==> config.mk <==
export PLATFORM = sky130hd
export DESIGN_NAME = imem_loader
export DESIGN_NICKNAME = d
export VERILOG_FILES = /design/src/rtl/imem_loader.sv
export SDC_FILE = /design/constraint.sdc
export NUM_CORES = 1
export LEC_CHECK = 0
export ABC_AREA = 1
export BUFFER_PORTS_ARGS = -buffer_cell sky130_fd_sc_hd__buf_2
export CAP_MARGIN = 20
export CORE_MARGIN = 2
export CORE_UTILIZATION = 50
export CTS_CLUSTER_SIZE = 24
export DETAILED_ROUTE_END_ITERATION = 7
export PLACE_DENSITY = 0.71
export SLEW_MARGIN = 20
export SYNTH_ARGS = -nofsm -noshare
export SYNTH_HDL_FRONTEND = slang
export SYNTH_SLANG_ARGS = --single-unit
==> constraint.sdc <==
create_clock -name CLK -period 7.1 [get_ports CLK]
set_clock_uncertainty 0.15 [all_clocks]
set_input_delay 0.71 -clock CLK [delete_from_list [all_inputs] [get_ports CLK]]
set_output_delay 0.71 -clock CLK [all_outputs]
set_load 0.005 [all_outputs]
==> src/rtl/imem_loader.sv <==
// Instruction memory loader: length-prefixed byte stream to IMEM words.
// Big-endian word assembly, per-byte gap timeout, sticky error flag.
module imem_loader #(
  parameter int IMEM_SIZE   = 64,
  parameter int TIMEOUT_CYC = 1000000
) (
  input  logic        CLK,
  input  logic        RST,
  input  logic        START,
  input  logic [7:0]  RX_DATA,
  input  logic        RX_VALID,
  output logic        WE,
  output logic [31:0] W_Ins,
  output logic [31:0] W_Addr,
  output logic        BUSY,
  output logic        DONE,
  output logic        ERR,
  output logic [15:0] WORDS
);

  localparam int GW = (TIMEOUT_CYC > 2) ? $clog2(TIMEOUT_CYC) : 1;
  localparam logic [GW-1:0] TO_LAST = GW'(TIMEOUT_CYC - 1);
  localparam logic [15:0]   MAX_LEN = 16'(IMEM_SIZE);

  typedef enum logic [2:0] {
    S_IDLE,
    S_LEN_HI,
    S_LEN_LO,
    S_DATA,
    S_FINISH,
    S_ERROR
  } state_t;

  state_t state;
  state_t state_nxt;

  logic [7:0]    len_hi;
  logic [15:0]   len;
  logic [15:0]   word_idx;
  logic [1:0]    byte_idx;
  logic [23:0]   acc;
  logic [GW-1:0] gap;

  logic          loading;
  logic          start_ok;
  logic          timeout;
  logic          word_last;
  logic          prog_last;
  logic [15:0]   len_full;

  assign loading   = (state == S_LEN_HI) ||
                     (state == S_LEN_LO) ||
                     (state == S_DATA);
  assign start_ok  = START && ((state == S_IDLE) ||
                               (state == S_FINISH) ||
                               (state == S_ERROR));
  // A byte on the threshold cycle rescues the load.
  assign timeout   = loading && !RX_VALID && (gap == TO_LAST);
  assign word_last = (state == S_DATA) && RX_VALID &&
                     (byte_idx == 2'd3);
  assign prog_last = word_last && ((word_idx + 16'd1) == len);
  assign len_full  = {len_hi, RX_DATA};

  // State register.
  always_ff @(posedge CLK or posedge RST) begin
    if (RST) state <= S_IDLE;
    else     state <= state_nxt;
  end

  // Next-state decode.
  always_comb begin
    state_nxt = state;
    unique case (state)
      S_IDLE: begin
        if (START) state_nxt = S_LEN_HI;
      end
      S_LEN_HI: begin
        if (RX_VALID)     state_nxt = S_LEN_LO;
        else if (timeout) state_nxt = S_ERROR;
      end
      S_LEN_LO: begin
        if (RX_VALID) begin
          if (len_full == 16'd0)         state_nxt = S_FINISH;
          else if (len_full > MAX_LEN)   state_nxt = S_ERROR;
          else                           state_nxt = S_DATA;
        end else if (timeout) begin
          state_nxt = S_ERROR;
        end
      end
      S_DATA: begin
        if (prog_last)    state_nxt = S_FINISH;
        else if (timeout) state_nxt = S_ERROR;
      end
      S_FINISH: begin
        state_nxt = START ? S_LEN_HI : S_IDLE;
      end
      S_ERROR: begin
        if (START) state_nxt = S_LEN_HI;
      end
      default: state_nxt = S_IDLE;
    endcase
  end

  // State-decoded status outputs.
  always_comb begin
    BUSY = loading;
    ERR  = (state == S_ERROR);
  end

  // Byte gap counter, restarted by every byte and by a new load.
  always_ff @(posedge CLK or posedge RST) begin
    if (RST)                      gap <= '0;
    else if (start_ok || RX_VALID) gap <= '0;
    else if (loading)             gap <= gap + 1'b1;
  end

  // Length capture.
  always_ff @(posedge CLK or posedge RST) begin
    if (RST) begin
      len_hi <= '0;
      len    <= '0;
    end else if (RX_VALID) begin
      if (state == S_LEN_HI) len_hi <= RX_DATA;
      if (state == S_LEN_LO) len    <= len_full;
    end
  end

  // Word assembly and IMEM write port.
  always_ff @(posedge CLK or posedge RST) begin
    if (RST) begin
      acc      <= '0;
      byte_idx <= '0;
      word_idx <= '0;
      WORDS    <= '0;
      W_Ins    <= '0;
      W_Addr   <= '0;
      WE       <= 1'b0;
    end else begin
      WE <= word_last;
      if (start_ok) begin
        byte_idx <= '0;
        word_idx <= '0;
        WORDS    <= '0;
      end else if ((state == S_DATA) && RX_VALID) begin
        if (byte_idx == 2'd3) begin
          W_Ins    <= {acc, RX_DATA};
          W_Addr   <= {14'd0, word_idx, 2'b00};
          word_idx <= word_idx + 16'd1;
          WORDS    <= WORDS + 16'd1;
          byte_idx <= 2'd0;
        end else begin
          acc      <= {acc[15:0], RX_DATA};
          byte_idx <= byte_idx + 2'd1;
        end
      end
    end
  end

  // Completion pulse, one cycle after entering FINISH.
  always_ff @(posedge CLK or posedge RST) begin
    if (RST) DONE <= 1'b0;
    else     DONE <= (state == S_FINISH);
  end

endmodule
Word-level counts from Yosys, hierarchy flattened
Cells that the tools add are included.
{ "classes": {"addsub": 4, "order_cmp": 1, "n_eq_ne": 9, "n_mux": 20, "bitwise_logic": 2, "reduce_logical": 23} }
{ "op_table": {"columns": ["operator", "n"], "rows": [
  ["$mux W16", 6],
  ["$mux W20", 2],
  ["$add A16 B1 Y16 const B", 2],
  ["$mux W3", 7],
  ["$add A20 B1 Y20 const B", 1],
  ["$eq A20 B20 Y1 const B", 1],
  ["$eq A16 B16 Y1", 1],
  ["$gt A16 B7 Y1 const B", 1],
  ["$logic_not A16 Y1", 1],
  ["$pmux W3 S5", 1],
  ["$eq A3 B2 Y1 const B", 2],
  ["$eq A3 B3 Y1 const B", 2],
  ["$logic_and A1 B1 Y1", 6],
  ["$mux W2", 3],
  ["$reduce_and A2 Y1", 3],
  ["$reduce_and A3 Y1", 2],
  ["$reduce_bool A2 Y1", 3],
  ["$logic_or A1 B1 Y1", 5],
  ["$eq A3 B1 Y1 const B", 1],
  ["$logic_not A3 Y1", 1],
  ["$add A2 B1 Y2 const B", 1],
  ["$eq A2 B2 Y1 const B", 1],
  ["$ne A2 B1 Y1 const B", 1],
  ["$not A1 Y1", 2],
  ["3 further kinds", 3]
]} }
{ "totals": {"ff_bits": 155, "in_bits": 12, "out_inout_bits": 84, "wordCells": 71} }

Depth between registers and ports, before layout
{ "logic_depth": {"word_depth": 8, "mapped_depth": 16, "depth_no_buf": 16} }

Worst setup path after synthesis
No wires, ideal clock.
{ "synth_path": {"path_type": "input -> register", "startpoint": "in RX_VALID", "endpoint": "reg WORDS[11]", "setup_time_ns": 0.121, "t_arrival_ns": 1.794, "required_ns": 6.829, "setup_slack_ns": 5.034, "cell_stages": 10, "path_buffers": 1, "cell_sequence": "nand4_4 nor2_8 inv_2 nand2_2 buf_4 nand4_1 nor2_1 nand3_1 o21ai_1 a21oi_1"} }
{ "synth_between": {"elab_chain_len": 3} }
{ "synth_lines": {"columns": ["element", "line", "source"], "rows": [
  ["start, declared", "11", "input logic RX_VALID,"],
  ["$logic_and A1 B1 Y1", "144", "end else if ((state == S_DATA) && RX_VALID) begin"],
  ["$reduce_bool A2 Y1 (no line)", null, null],
  ["$reduce_and A2 Y1 (no line)", null, null],
  ["end signal, assigned", "149", "WORDS <= WORDS + 16'd1;"],
  ["end, declared", "18", "output logic [15:0] WORDS"]
]} }
Every way passes these cells.
A chain may end at the register's enable or synchronous reset.

Worst setup path after layout
{ "layout_path": {"startpoint": "reg state[0]", "endpoint": "reg WORDS[14]"} }
{ "layout_between": {"elab_chain_len": 6, "elab_cells_between_ends": 12, "cone_classes": "3 x eq/ne; 1 x mux; 8 x reduce/logical"} }
{ "layout_lines": {"columns": ["element", "line", "source"], "rows": [
  ["start, declared", "34", "state_t state;"],
  ["start signal, assigned", "67", "else state <= state_nxt;"],
  ["$eq A3 B3 Y1 / $logic_not A3 Y1 (equally long branches)", "55, 54", null],
  ["$logic_or A1 B1 Y1", "54", "assign start_ok = START && ((state == S_IDLE) ||"],
  ["$logic_or A1 B1 Y1", "55", "(state == S_FINISH) ||"],
  ["$logic_and A1 B1 Y1", "54", null],
  ["$reduce_bool A2 Y1 (no line)", null, null],
  ["$reduce_and A2 Y1 (no line)", null, null]
]} }
Parallel ways exist; a longest one is shown, timed or not.

==> flow_summary.ini <==
[worst_setup_path]
path_class = reg2reg
worstPathArrival_ns = 2.92
r2r_slack_ns = 4.40
max_stage_delay_ns = 0.46
cp_slowest_cell = dfrtp_1
critPathRequiredTime_ns = 7.32
crit_fanout = 20
startpoint_type = register
reg2reg_depth = 12
end_kind = register
path_cells = nor2_1, inv_2, a21oi_4, inv_2, nand2_2, nand2_2, nor2_4, nand4_1, nor2_2, nand2_1, a21oi_1, o21a_1

[detailed_routing]
antenna_left = 0
vias_per_cell = 5.15
drt-total-wl_um = 15400
dr.pass1.iters = 5
drt_iter0_markers = 355
routedWlPerCell_um = 13.6
dr_total_vias = 5825
drc_errors = 0

[pwr]
powerDensity_mw_per_mm2 = 292
vdd_drop_max_uv = 185
p_leak_nw = 4.15

[clock_tree]
clockRootBuffer = clkbuf_16
htreeDepth = 4
cts_inserted_buffers = 17
numClockSinks = 155
clockBufferDepth = 2
clk_pin_slew_ns = 0.06
postCtsSetupBuffers = 0
cts_resized = 0
hold_buffers = 0
cts_tree = built
clk_latency_ns = 0.42

[timing]
fmaxAchievable_mhz = 370
setup_slack_ns = 4.40
drv_slew = 0
slew_headroom_pct = 36.3
rsz0062_at_grt = no
final.min_clock_period_ns = 2.70
timing.final.crit_share_pct = 38.1
worst_pin_slew_ns = 0.956
setup_tns_ns = 0
finalHoldViolCount = 0
whs_ns = 0.296
setup_viol = 0

[global_route]
globalRouteOverflowTotal = 0
grt_pass1_wl_um = 26100
antenna_found_initial = 0
grt_pass1_vias = 5447
grt_max_degree = 108
grt_usage_pct = 20.7

[synthesis]
seq_area_frac_synth_pct = 53.2
ys_warn_count = 0
synth.distinct_cells = 48
syn_area_per_cell_um2 = 8.47
yosysTopAreaCellShare_pct = 53.2
synth-edff-count = 0
synthArstFlopShare_pct = 100
synth_most_common_cell = nand2_1
ys_ff_latch = 155
synth_area_leaders = dfrtp_1 (53%), nand2_1 (12%), o21ai_0 (6.5%), inv_1 (4.9%), nand3_1 (2.6%)
syn_area_mm2 = 0.00730
syn_inst = 861
synth-main-ff-cell = dfrtp_1
synthDominantAreaCellType = dfrtp_1
synth_common_cells = nand2_1 (226), dfrtp_1 (155), inv_1 (96), o21ai_0 (95), nor2_1 (48)

[floorplanning]
initial_core_util_pct = 50.8
die_w_um = 125
placementRows = 44
core_mm2 = 0.0144
io_pins = 96
die_area_mm2 = 0.0156
die_h_um = 125

[layout]
final_area_mm2 = 0.00833
area_growth_pct = 14.2
nFillCells = 1335
stdcell_count = 1132
drive_gt1_share_pct = 15.4
final_nets = 952
seqCellArea_mm2 = 0.00388
multi_input_area_mm2 = 0.00285
antennaDiodeCount = 0

[placement]
gp_congestion = 0.846
dpl.hpwl_um = 10500
placed_cells = 1101
port_buffers = 79
placed_area_mm2 = 0.00777
place_ws_ns = 4.22

[flow_run]
cap_violations = 0

[hold_path]
hp-class = in2async

[run_status]
status = finished, final reports clean
-- sequential cells by signal (all words and copies together), names as in the netlist --
name      cells
byte_idx      2
DONE          1
W_Ins        32
WE            1
state         3
W_Addr       16
WORDS        16
acc          24
len_hi        8
len          16
word_idx     16
gap          20
-- report_power, final --
group          leakage, nW  switching [mW]  internal (mW)  total [mW]
combinational         1.78           0.288          0.159       0.446
sequential            2.10           0.102           1.02        1.13
clock                0.266           0.364          0.492       0.856
total                 4.15           0.754           1.67        2.43
-- path summary, 6_finish.rpt --
check / from / endpoint
worst max-delay path: state[0]$_DFFE_PP0P_ / WORDS[14]$_DFFE_PP0P_
worst min-delay path: RST / W_Ins[27]$_DFFE_PP0P_
worst max register to register: state[0]$_DFFE_PP0P_ / WORDS[14]$_DFFE_PP0P_
worst min register to register: WORDS[15]$_DFFE_PP0P_ / WORDS[15]$_DFFE_PP0P_
max in group asynchronous: RST / gap[17]$_DFFE_PP0P_
min in group CLK: WORDS[15]$_DFFE_PP0P_ / WORDS[15]$_DFFE_PP0P_
-- cells by family after synthesis --
kind of cell	count (synthesis)	share of synthesized area [%]
compound gates	152	11.3
xor+xnor	8	1.34
fa+ha+maj	4	0.686
buf+inv	145	8.56
flops	155	53.2
mux	2	0.309
other cells	1	0.0514
simple gates	394	24.6
-- metrics by stage --
stage	power (mW)	util (%)
2_1_floorplan	1.48	-
3_3_place_gp	1.57	54.1
3_5_place_dp	1.59	54.1
4_1_cts	2.45	58.0
5_1_grt	2.57	58.0
6_report	2.43	58.0
-- cells in the final DEF (no fill, tap or decap), types with 4 or more instances in the layout --
| cell | n |
|---|---|
| o21ai_0 | 95 |
| inv_2 | 7 |
| nand4_1 | 20 |
| clkbuf_16 | 17 |
| inv_6 | 4 |
| nor3_1 | 23 |
| dfrtp_1 | 155 |
| o22ai_1 | 13 |
| xor2_1 | 5 |
| buf_2 | 79 |
| inv_1 | 95 |
| o21ai_1 | 4 |
| nor2_2 | 4 |
| nand2_1 | 226 |
| nor2_4 | 4 |
| nor4_1 | 8 |
| nand3_1 | 38 |
| nand2_2 | 5 |
| ha_1 | 4 |
| nand3b_1 | 6 |
| nor2_1 | 48 |
| a21oi_1 | 26 |
| conb_1 | 16 |
-- routing by layer --
layer | vias up | share of wire, % | track usage [%]
met3 | 17 | 4.9 | 5.03
met5 | - | 0 | 0
met1 | 2725 | 49 | 29.5
met4 | 0 | 1.2 | 7.27
met2 | 146 | 45 | 31.0
li1 | 2937 | - | -
-- cell type report --
| type | instances | area share, % |
|---|---|---|
| Tap cell | 184 | 2.76 |
| Inverter | 104 | 4.75 |
| Sequential cell | 155 | 46.6 |
| Multi-Input combinational cell | 576 | 34.2 |
| Clock buffer | 19 | 5.32 |
| Clock inverter | 12 | 1.38 |
| Timing Repair Buffer | 82 | 5.02 |
-- worst max-delay path, delay by kind of cell, from the launching register on --
kind            cells  cell delay [ns]
simple gates        7             1.09
compound gates      3             0.65
flops               1             0.46
buf+inv             2             0.28
Note: power is estimated with default switching activity, not from simulation.
